**src/rtl/piano_voice_allocator_pkg.sv**
```systemverilog
// Shared note/voice definitions for the piano voice allocator.
package piano_pkg;

  localparam int unsigned NUM_NOTES = 8;
  localparam int unsigned NOTE_W    = 3;

  localparam logic [NOTE_W-1:0] NOTE_C  = 3'd0;
  localparam logic [NOTE_W-1:0] NOTE_D  = 3'd1;
  localparam logic [NOTE_W-1:0] NOTE_E  = 3'd2;
  localparam logic [NOTE_W-1:0] NOTE_F  = 3'd3;
  localparam logic [NOTE_W-1:0] NOTE_G  = 3'd4;
  localparam logic [NOTE_W-1:0] NOTE_A  = 3'd5;
  localparam logic [NOTE_W-1:0] NOTE_B  = 3'd6;
  localparam logic [NOTE_W-1:0] NOTE_C2 = 3'd7;

  typedef enum logic [1:0] {
    IDLE    = 2'd0,
    ACTIVE  = 2'd1,
    RELEASE = 2'd2
  } voice_state_t;

endpackage

```
**src/rtl/piano_voice_allocator_if.sv**
```systemverilog
// Key-switch inputs and per-voice control outputs of the allocator.
interface piano_voice_allocator_if
  import piano_pkg::*;
#(
  parameter int unsigned NUM_VOICES = 4
);

  logic [NUM_NOTES-1:0]         sw;
  logic [NUM_NOTES-1:0]         db_keys;
  logic [NOTE_W*NUM_VOICES-1:0] voice_note;
  logic [NUM_VOICES-1:0]        voice_gate;
  logic [NUM_VOICES-1:0]        voice_busy;
  logic [NUM_VOICES-1:0]        voice_start;
  logic                         starved;

  // Allocator side: consumes switches, drives voice controls.
  modport master (
    input  sw,
    output db_keys, voice_note, voice_gate, voice_busy, voice_start, starved
  );

  // Board/tone-generator side.
  modport slave (
    output sw,
    input  db_keys, voice_note, voice_gate, voice_busy, voice_start, starved
  );

endinterface

```
**src/rtl/piano_voice_allocator_key_debounce.sv**
```systemverilog
// Two-flop synchroniser plus stable-count debouncer for a single key.
module key_debounce #(
  parameter int unsigned DEBOUNCE_CYCLES = 250000
) (
  input  logic clk,
  input  logic rst_n,
  input  logic sw,
  output logic db
);

  localparam int unsigned CNT_W = (DEBOUNCE_CYCLES > 1) ? $clog2(DEBOUNCE_CYCLES) : 1;
  localparam logic [CNT_W-1:0] CNT_LAST = CNT_W'(DEBOUNCE_CYCLES - 1);

  logic             sync1;
  logic             sync2;
  logic [CNT_W-1:0] cnt;

  // Bring the asynchronous switch into the clk domain.
  always_ff @(posedge clk or negedge rst_n) begin
    if (!rst_n) begin
      sync1 <= 1'b0;
      sync2 <= 1'b0;
    end else begin
      sync1 <= sw;
      sync2 <= sync1;
    end
  end

  // Toggle the debounced level only after it has differed for the full window.
  always_ff @(posedge clk or negedge rst_n) begin
    if (!rst_n) begin
      cnt <= '0;
      db  <= 1'b0;
    end else if (sync2 == db) begin
      cnt <= '0;
    end else if (cnt == CNT_LAST) begin
      cnt <= '0;
      db  <= ~db;
    end else begin
      cnt <= cnt + CNT_W'(1);
    end
  end

endmodule

```
**src/rtl/piano_voice_allocator.sv**
```systemverilog
// Debounces the eight key switches and assigns pressed notes to a pool of
// voices, each running IDLE -> ACTIVE -> RELEASE -> IDLE.
module piano_voice_allocator
  import piano_pkg::*;
#(
  parameter int unsigned NUM_VOICES      = 4,
  parameter int unsigned DEBOUNCE_CYCLES = 250000,
  parameter int unsigned RELEASE_CYCLES  = 1000000
) (
  input logic                    clk,
  input logic                    rst_n,
  piano_voice_allocator_if.master bus
);

  localparam int unsigned REL_W = (RELEASE_CYCLES > 1) ? $clog2(RELEASE_CYCLES) : 1;
  localparam logic [REL_W-1:0] REL_LOAD = REL_W'(RELEASE_CYCLES - 1);

  logic [NUM_NOTES-1:0]  db_keys;

  voice_state_t          state_q [NUM_VOICES];
  voice_state_t          state_d [NUM_VOICES];
  logic [NOTE_W-1:0]     note_q  [NUM_VOICES];
  logic [NOTE_W-1:0]     note_d  [NUM_VOICES];
  logic [REL_W-1:0]      rel_q   [NUM_VOICES];
  logic [REL_W-1:0]      rel_d   [NUM_VOICES];

  logic [NUM_VOICES-1:0] gate_q, gate_d;
  logic [NUM_VOICES-1:0] busy_q, busy_d;
  logic [NUM_VOICES-1:0] start_q, start_d;
  logic                  starved_q, starved_d;

  logic [NUM_NOTES-1:0]  held;
  logic [NUM_NOTES-1:0]  unassigned;
  logic                  have_key;
  logic [NOTE_W-1:0]     grant_note;
  logic [NUM_VOICES-1:0] idle_vec;
  logic [NUM_VOICES-1:0] idle_lsb;

  // One synchroniser/debouncer per key.
  for (genvar n = 0; n < NUM_NOTES; n++) begin : g_key
    key_debounce #(
      .DEBOUNCE_CYCLES(DEBOUNCE_CYCLES)
    ) u_key_debounce (
      .clk  (clk),
      .rst_n(rst_n),
      .sw   (bus.sw[n]),
      .db   (db_keys[n])
    );
  end

  // Allocation decision and per-voice next state.
  always_comb begin
    held       = '0;
    idle_vec   = '0;
    have_key   = 1'b0;
    grant_note = '0;
    gate_d     = '0;
    busy_d     = '0;
    start_d    = '0;

    // A note is covered while any busy voice holds it, including in its tail.
    for (int v = 0; v < NUM_VOICES; v++) begin
      if (state_q[v] != IDLE) held[note_q[v]] = 1'b1;
      idle_vec[v] = (state_q[v] == IDLE);
    end
    unassigned = db_keys & ~held;

    // Lowest unassigned note wins: scan downward so the last hit is the lowest.
    for (int n = NUM_NOTES - 1; n >= 0; n--) begin
      if (unassigned[n]) begin
        have_key   = 1'b1;
        grant_note = NOTE_W'(n);
      end
    end

    // Lowest IDLE voice as a one-hot mask.
    idle_lsb = idle_vec & (~idle_vec + NUM_VOICES'(1));

    for (int v = 0; v < NUM_VOICES; v++) begin
      state_d[v] = state_q[v];
      note_d[v]  = note_q[v];
      rel_d[v]   = rel_q[v];
      case (state_q[v])
        IDLE: begin
          if (have_key && idle_lsb[v]) begin
            state_d[v] = ACTIVE;
            note_d[v]  = grant_note;
            start_d[v] = 1'b1;
          end
        end
        ACTIVE: begin
          if (!db_keys[note_q[v]]) begin
            state_d[v] = RELEASE;
            rel_d[v]   = REL_LOAD;
          end
        end
        RELEASE: begin
          // Retrigger beats expiry when both happen together.
          if (db_keys[note_q[v]]) begin
            state_d[v] = ACTIVE;
            start_d[v] = 1'b1;
          end else if (rel_q[v] == '0) begin
            state_d[v] = IDLE;
          end else begin
            rel_d[v] = rel_q[v] - REL_W'(1);
          end
        end
        default: state_d[v] = IDLE;
      endcase
      gate_d[v] = (state_d[v] == ACTIVE);
      busy_d[v] = (state_d[v] != IDLE);
    end

    starved_d = have_key && (idle_vec == '0);
  end

  // Voice state and registered outputs.
  always_ff @(posedge clk or negedge rst_n) begin
    if (!rst_n) begin
      for (int v = 0; v < NUM_VOICES; v++) begin
        state_q[v] <= IDLE;
        note_q[v]  <= '0;
        rel_q[v]   <= '0;
      end
      gate_q    <= '0;
      busy_q    <= '0;
      start_q   <= '0;
      starved_q <= 1'b0;
    end else begin
      for (int v = 0; v < NUM_VOICES; v++) begin
        state_q[v] <= state_d[v];
        note_q[v]  <= note_d[v];
        rel_q[v]   <= rel_d[v];
      end
      gate_q    <= gate_d;
      busy_q    <= busy_d;
      start_q   <= start_d;
      starved_q <= starved_d;
    end
  end

  // Flatten per-voice notes onto the output bus.
  for (genvar v = 0; v < NUM_VOICES; v++) begin : g_note
    assign bus.voice_note[NOTE_W*v +: NOTE_W] = note_q[v];
  end

  assign bus.db_keys     = db_keys;
  assign bus.voice_gate  = gate_q;
  assign bus.voice_busy  = busy_q;
  assign bus.voice_start = start_q;
  assign bus.starved     = starved_q;

endmodule

```
**src/flat_wrapper.sv**
```systemverilog
// flat-port wrapper written by rule: the top's interface ports become plain ports
module piano_voice_allocator_flat import piano_pkg::*;
#(
  parameter int unsigned NUM_VOICES      = 4,
  parameter int unsigned DEBOUNCE_CYCLES = 250000,
  parameter int unsigned RELEASE_CYCLES  = 1000000
)
  (clk, rst_n, bus_sw, bus_db_keys, bus_voice_note, bus_voice_gate, bus_voice_busy, bus_voice_start, bus_starved);
  piano_voice_allocator_if #(.NUM_VOICES(NUM_VOICES)) bus_i ();
  input logic clk;
  input logic rst_n;
  input wire logic [$bits(bus_i.sw)-1:0] bus_sw;
  output wire logic [$bits(bus_i.db_keys)-1:0] bus_db_keys;
  output wire logic [$bits(bus_i.voice_note)-1:0] bus_voice_note;
  output wire logic [$bits(bus_i.voice_gate)-1:0] bus_voice_gate;
  output wire logic [$bits(bus_i.voice_busy)-1:0] bus_voice_busy;
  output wire logic [$bits(bus_i.voice_start)-1:0] bus_voice_start;
  output wire logic [$bits(bus_i.starved)-1:0] bus_starved;
  assign bus_i.sw = bus_sw;
  assign bus_db_keys = bus_i.db_keys;
  assign bus_voice_note = bus_i.voice_note;
  assign bus_voice_gate = bus_i.voice_gate;
  assign bus_voice_busy = bus_i.voice_busy;
  assign bus_voice_start = bus_i.voice_start;
  assign bus_starved = bus_i.starved;
  piano_voice_allocator #(.NUM_VOICES(NUM_VOICES), .DEBOUNCE_CYCLES(DEBOUNCE_CYCLES), .RELEASE_CYCLES(RELEASE_CYCLES)) u_core (.clk(clk), .rst_n(rst_n), .bus(bus_i));
endmodule
```
**config.mk**
```make
export PLATFORM = sky130hd
export DESIGN_NAME = piano_voice_allocator_flat
export DESIGN_NICKNAME = d
export VERILOG_FILES = /design/src/rtl/piano_voice_allocator_pkg.sv /design/src/rtl/piano_voice_allocator_if.sv /design/src/rtl/piano_voice_allocator_key_debounce.sv /design/src/rtl/piano_voice_allocator.sv /design/src/flat_wrapper.sv
export SDC_FILE = /design/constraint.sdc
export NUM_CORES = 1
export LEC_CHECK = 0
export BUFFER_PORTS_ARGS = -buffer_cell sky130_fd_sc_hd__buf_2
export CAP_MARGIN = 20
export CELL_PAD_IN_SITES_DETAIL_PLACEMENT = 1
export CELL_PAD_IN_SITES_GLOBAL_PLACEMENT = 1
export CORE_MARGIN = 2
export CORE_UTILIZATION = 50
export DETAILED_ROUTE_END_ITERATION = 8
export PLACE_DENSITY = 0.76
export SYNTH_ARGS = -nofsm -noshare
export SYNTH_HDL_FRONTEND = slang
export SYNTH_HIERARCHICAL = 1
export SYNTH_SLANG_ARGS = --single-unit
```
**constraint.sdc**
```tcl
create_clock -name clk -period 3.75 [get_ports clk]
set_clock_uncertainty 0.2 [all_clocks]
set_input_delay 0.375 -clock clk [delete_from_list [all_inputs] [get_ports clk]]
set_output_delay 0.375 -clock clk [all_outputs]
set_load 0.005 [all_outputs]
```
# Word level (Yosys, flattened, before mapping)
# Cells that the tools add are included.
totals:
  ff_bits: 281
  inputBits: 10
  word_cells: 278
classes:
  add_sub_neg: 13
  magnitude_cmp: 8
  n_eq_ne: 40
  muxes: 100
  bitwise_logic: 23
  reduce_logical: 46
ops:
  columns: ["op", "n"]
  rows:
  - ["$mux W18", 16]
  - ["$mux W20", 12]
  - ["$pmux W20 S2", 4]
  - ["$add A18 B1 Y18 const B", 8]
  - ["$eq A18 B18 Y1 const B", 8]
  - ["$logic_not A20 Y1", 4]
  - ["$sub A20 B1 Y20 const B", 4]
  - ["$mux W2", 16]
  - ["$mux W8", 4]
  - ["$mux W1", 24]
  - ["$mux W3", 8]
  - ["$ne A2 B2 Y1 const B", 12]
  - ["$or A8 B8 Y8", 3]
  - ["$pmux W2 S3", 4]
  - ["$reduce_and A2 Y1", 12]
  - ["$reduce_bool A2 Y1", 12]
  - ["$eq A2 B1 Y1 const B", 8]
  - ["$lt A3 B4 Y1 const B", 4]
  - ["$not A1 Y1", 16]
  - ["$reduce_and A4 Y1", 4]
  - ["$bmux W1 S3", 4]
  - ["$demux W1 S3", 4]
  - ["$ge A3 B1 Y1 const B", 4]
  - ["$logic_and A1 B1 Y1", 9]
  - ["10 further kinds", 26]

# Longest topological paths before layout
logic_depth:
  word_depth: 25
  ltp_mapped: 10
  ltp_nobuf: 9

# Cells and area by module
# Netlist, hierarchy kept.
by_module_without_submodules:
  columns: ["module", "instances", "cells_each", "area_per_inst_um2", "seq_area_each_um2"]
  rows:
  - ["key_debounce", 8, 99, 1029.7, 525.5]
  - ["piano_voice_allocator", 1, 627, 6090.8, 2827.7]

# Worst setup path after synthesis
# OpenSTA, ideal clock, no wires.
synth_timing:
  path_type: "register to register"
  startpoint: "register u_core.note_q, in the netlist u_core/bus.voice_note[9]"
  endpoint: "register u_core.note_q, in the netlist u_core/bus.voice_note[6]"
  setup_time_ns: 0.125
  arrival_time_ns: 2.490
  required_time_ns: 3.425
  setup_slack_ns: 0.935
  path_stages_with_launch: 9
  cell_sequence: "dfrtp_1 clkbuf_1 nand2b_1 o31ai_1 nor3_1 nor4b_1 a21oi_1 nand3b_1 mux2_2"
synth_between:
  elab_chain_len: 18
  elab_cells_between_ends: 27
synth_lines:
  columns: ["element", "line", "source"]
  rows:
  - ["from (decl)", "piano_voice_allocator.sv:22", "logic [NOTE_W-1:0] note_q [NUM_VOICES];"]
  - ["from (signal, indexed assignment)", "piano_voice_allocator.sv:132", "note_q[v] <= note_d[v];"]
  - ["$lt A3 B4 Y1 (implied by the code) / $ge A3 B1 Y1 (equally long branches)", "piano_voice_allocator.sv:63", "if (state_q[v] != IDLE) held[note_q[v]] = 1'b1;"]
  - ["$logic_and A1 B1 Y1 (implied by the code)", "piano_voice_allocator.sv:63", null]
  - ["$mux W1 (implied by the code)", "piano_voice_allocator.sv:63", null]
  - ["$demux W1 S3 *", null, null]
  - ["$or A8 B8 Y8 (no line) *", null, null]
  - ["$mux W8 *", "piano_voice_allocator.sv:63", null]
  - ["$not A8 Y8 *", "piano_voice_allocator.sv:66", "unassigned = db_keys & ~held;"]
  - ["$and A8 B8 Y8 *", "piano_voice_allocator.sv:66", null]
  - ["$mux W1 (8 in series)", "piano_voice_allocator.sv:70", "if (unassigned[n]) begin"]
  - ["$logic_and A1 B1 Y1", "piano_voice_allocator.sv:85", "if (have_key && idle_lsb[v]) begin"]
  - ["$reduce_and A2 Y1 (no line)", null, null]
# Every way passes the cells marked *; elsewhere a longest branch is shown, timed or not.
# A chain may end at the register's enable or synchronous reset.

# Final worst setup path
layout_timing:
  startpoint: "register u_core/state_q[1] (netlist bit)"
  endpoint: "register u_core.note_q, in the netlist u_core/bus.voice_note[8]"
layout_between:
  elab_chain_len: 14
  elab_cells_between_ends: 22
layout_lines:
  columns: ["element", "line", "source"]
  rows:
  - ["from (decl)", "piano_voice_allocator.sv:20", "voice_state_t state_q [NUM_VOICES];"]
  - ["from (signal, indexed assignment)", "piano_voice_allocator.sv:131", "state_q[v] <= state_d[v];"]
  - ["$reduce_bool A2 Y1 *", "piano_voice_allocator.sv:63", null]
  - ["$mux W8 *", "piano_voice_allocator.sv:63", null]
  - ["$not A8 Y8 *", "piano_voice_allocator.sv:66", null]
  - ["$and A8 B8 Y8 *", "piano_voice_allocator.sv:66", null]
  - ["$mux W1 (8 in series)", "piano_voice_allocator.sv:70", null]
  - ["$logic_and A1 B1 Y1", "piano_voice_allocator.sv:85", null]
  - ["$reduce_and A2 Y1 (no line)", null, null]
# Marked as above.

==> reports/results.tsv <==
metric	value	unit
Nets	1500	
count of input and output buffers	42	
ANT cells	0	
Sw Ratio	22.5	%
detailed placer's ending HPWL	22800	um
Critical Path RT	3.99	ns
leakage	7.17	nW
top layer in use	met4	
met1 wire length	16200	um
CTS Sinks	281	
status	complete, no violations	
vias post-DR	10874	
maximum VDD drop	0.000313	V
Netlist cell types	69	
synthesized area	0.0143	mm2
Synth area leader	dfrtp_1	
Max FO, Critical Path	12	
total CTS buffers	31	
ys async rst share	100	%
IO Count	43	
clock latency on the worst-skew pair	0.56	ns
Post-Synthesis Cells	1419	
logic gate share of total power	2.5	%
CTS tree	yes	
Worst setup SP type	flop	
Mapped Nets	1442	
RR Startpoint	u_core/state_q[1]	
Max Clock Freq	287	MHz
clock network power share	47.6	%
DRC	0	
placed instance count	1813	
row count	61	
GRT Total Usage	22.9	%
predominant post-synthesis flop cell	dfrtp_1	
max incr delay on CP	0.52	ns
crit end category	flop	
Max Cap Viol	0	
Hold Path Class	flop to flop	
Die ar.	0.0300	mm2
Initial DRT Pass Iterations	4	
grt total ovfl	0	
hold worst-path end	u_core/g_key[5].u_key_debounce/sync2	
sequential area share after synthesis	49.1	%
hold path depth	0	
Initial Utilization	51.2	%
clk slew on worst S/H paths	0.06	ns
Die W	173	um
global-route wire length before repair	57900	um
H-tree depth	1	
Routed met2 length	16200	um
Slew @ Worst Pin	1.06	ns
DIE HEIGHT	173	um
Met3 Wirelength	959	um
crit path buf inv count	1	
Root Driver	clkbuf_16	
setup TNS	0	ns
hold_sp	u_core/g_key[5].u_key_debounce/sync1	
Worst EP arrival	3.73	ns
Synth area leaders	dfrtp_1 (49%), xnor2_1 (6.5%), nor2_1 (5.6%)	
reg2reg end	u_core/bus.voice_note[8]	
Synth Register Bits	281	
critical path class	flop to flop	
crit share post-route	93.0	%
pin count of the biggest net entering global routing	101	
WL/cell	18.1	um
cell family with most CP delay	simple AND/OR/NAND/NOR gates	
Max Transition Viols Final	0	
initial antenna violation count	0	
Vias per Instance	5.79	
synthesis-to-finish area growth	11.7	%
core footprint	0.0280	mm2
endpoints failing hold	0	
vias in the first global route	11487	
Final Non-Filler Cells	1878	
average size of a mapped cell	10.1	um2
Synth top area share	49.1	%
YS warnings	6	
Post-synth EDFFs	0	
sequential power share	49.9	%
CP cell instances	o21ai_0 -> nor3b_1 -> nor4_2 -> nor4_1 -> buf_4 -> a21oi_1 -> nand3b_1 -> mux2_2	
drt total wl	34000	um
critical path's slowest cell	nor4_2	
Slew headroom	29.2	%
Clock Tree Buf Depth	3	
total net switching power	1.39	mW
total internal power	4.81	mW
flop-to-flop setup slack	0.26	ns
Reg2Reg Depth	8	
starting DRC count in detailed routing	561	
# setup viols final	0	
fin crit period	3.49	ns
Routed Antenna Nets	0	
RSZ-0062 raised after global routing	false	
share of cells above drive strength 1	13.4	%
postcts setup bufs	0	
Power Density	388	mW/mm2
routability congestion estimate from global placement	0.844	
[state kept, by name (all words and copies together), names as in the netlist]
| register | count |
|---|---|
| u_core/g_key.u_key_debounce/db | 8 |
| u_core/rel_q | 80 |
| u_core/bus.starved | 1 |
| u_core/state_q | 8 |
| u_core/bus.voice_busy | 4 |
| u_core/bus.voice_note | 12 |
| u_core/g_key.u_key_debounce/sync2 | 8 |
| u_core/g_key.u_key_debounce/cnt | 144 |
| u_core/bus.voice_start | 4 |
| u_core/bus.voice_gate | 4 |
| u_core/g_key.u_key_debounce/sync1 | 8 |
[kinds of logic (layout without fill, tap and decap cells)]
group | after synthesis | after routing | share of synthesized area (%)
simple gates | 722 | 722 | 26.9
flops | 281 | 281 | 49.1
xor+xnor | 173 | 173 | 10.6
compound gates | 130 | 130 | 6.82
buf+inv | 67 | 148 | 2.30
mux | 33 | 33 | 3.19
fa+ha+maj | 13 | 13 | 1.14
[cell usage in the layout (no fill, tap or decap), types with 47 or more instances in the layout]
cell	n
xor2_1	66
o21ai_0	53
nand3_1	68
nor4_1	81
xnor2_1	107
nor2_1	212
nor3_1	47
nand2_1	104
dfrtp_1	281
[synthesized netlist by cell type (21+ instances only)]
master and instances:
a21oi_1 25, dfrtp_1 281, inv_1 29, mux2_2 21
nand2_1 104, nand2b_1 25, nand3_1 68, nand4_1 41
nor2_1 212, nor3_1 47, nor4_1 82, o21ai_0 53
or3_1 27, xnor2_1 107, xor2_1 66
[power groups by stage]
stage	Combinational [mW]	Clock, mW	Sequential [mW]
2_1_floorplan	0.0718	0	3.14
3_3_place_gp	0.153	0	3.15
3_5_place_dp	0.157	0	3.15
4_1_cts	0.165	3.03	3.09
5_1_grt	0.183	3.16	3.10
6_report	0.157	2.95	3.09
[worst max-delay path by stage]
stage / endpoint / cells past startpoint / slack (ns) / start
6_report: u_core/bus.voice_note[8] / 8 / 0.26 / u_core/state_q[1]
5_1_grt: u_core/bus.voice_note[8] / 8 / 0.03 / u_core/state_q[1]
4_1_cts: u_core/bus.voice_note[8] / 8 / 0.26 / u_core/state_q[1]
3_5_place_dp: u_core/bus.voice_note[10] / 8 / 0.38 / u_core/state_q[1]
3_3_place_gp: u_core/bus.voice_note[10] / 8 / 0.55 / u_core/state_q[1]
2_1_floorplan: u_core/bus.voice_note[6] / 8 / 0.94 / u_core/bus.voice_note[9]
[final cells by class]
| class | count | area, um2 |
|---|---|---|
| multi-input combinational | 1071 | 6970 |
| timing repair buffer | 63 | 425 |
| fill | 3134 | 12000 |
| tap | 378 | 473 |
| inverter | 29 | 109 |
| sequential | 281 | 7030 |
| clock inverter | 15 | 115 |
| clock buffer | 41 | 873 |
[repair_timing]
| item | CTS | global route |
|---|---|---|
| resized for setup | 0 | 1 |
| hold endpoints to repair | 102 | 0 |
| endpoints found under the setup margin | 0 | 6 |
| hold buffers | 9 | 0 |
[through the flow]
stage / utilization (%) / area [um2] / total power [mW] / hold slack [ns] / setup slack [ns]
after floorplan: - / 14300 / 3.21 / -0.121 / 0.935
after global placement: 53.3 / 14900 / 3.30 / 0.132 / 0.547
after detailed placement: 53.3 / 14900 / 3.31 / 0.136 / 0.382
after CTS: 57.1 / 16000 / 6.29 / 0.151 / 0.258
after global routing: 57.1 / 16000 / 6.44 / 0.162 / 0.0289
final: 57.1 / 16000 / 6.20 / 0.149 / 0.262
[layer usage]
layer	GRT usage, %	vias up
li1	-	5189
met1	31.4	5517
met2	38.9	122
met3	3.29	46
met4	4.87	0
met5	0	-
[worst reg2reg max path, delay by kind of cell (launching register included)]
kind / cells / cell delay [ns]
simple gates: 4 / 1.14
compound gates: 2 / 0.97
flops: 1 / 0.50
mux: 1 / 0.38
buf+inv: 1 / 0.18
Power figures use the tool's default switching activity.
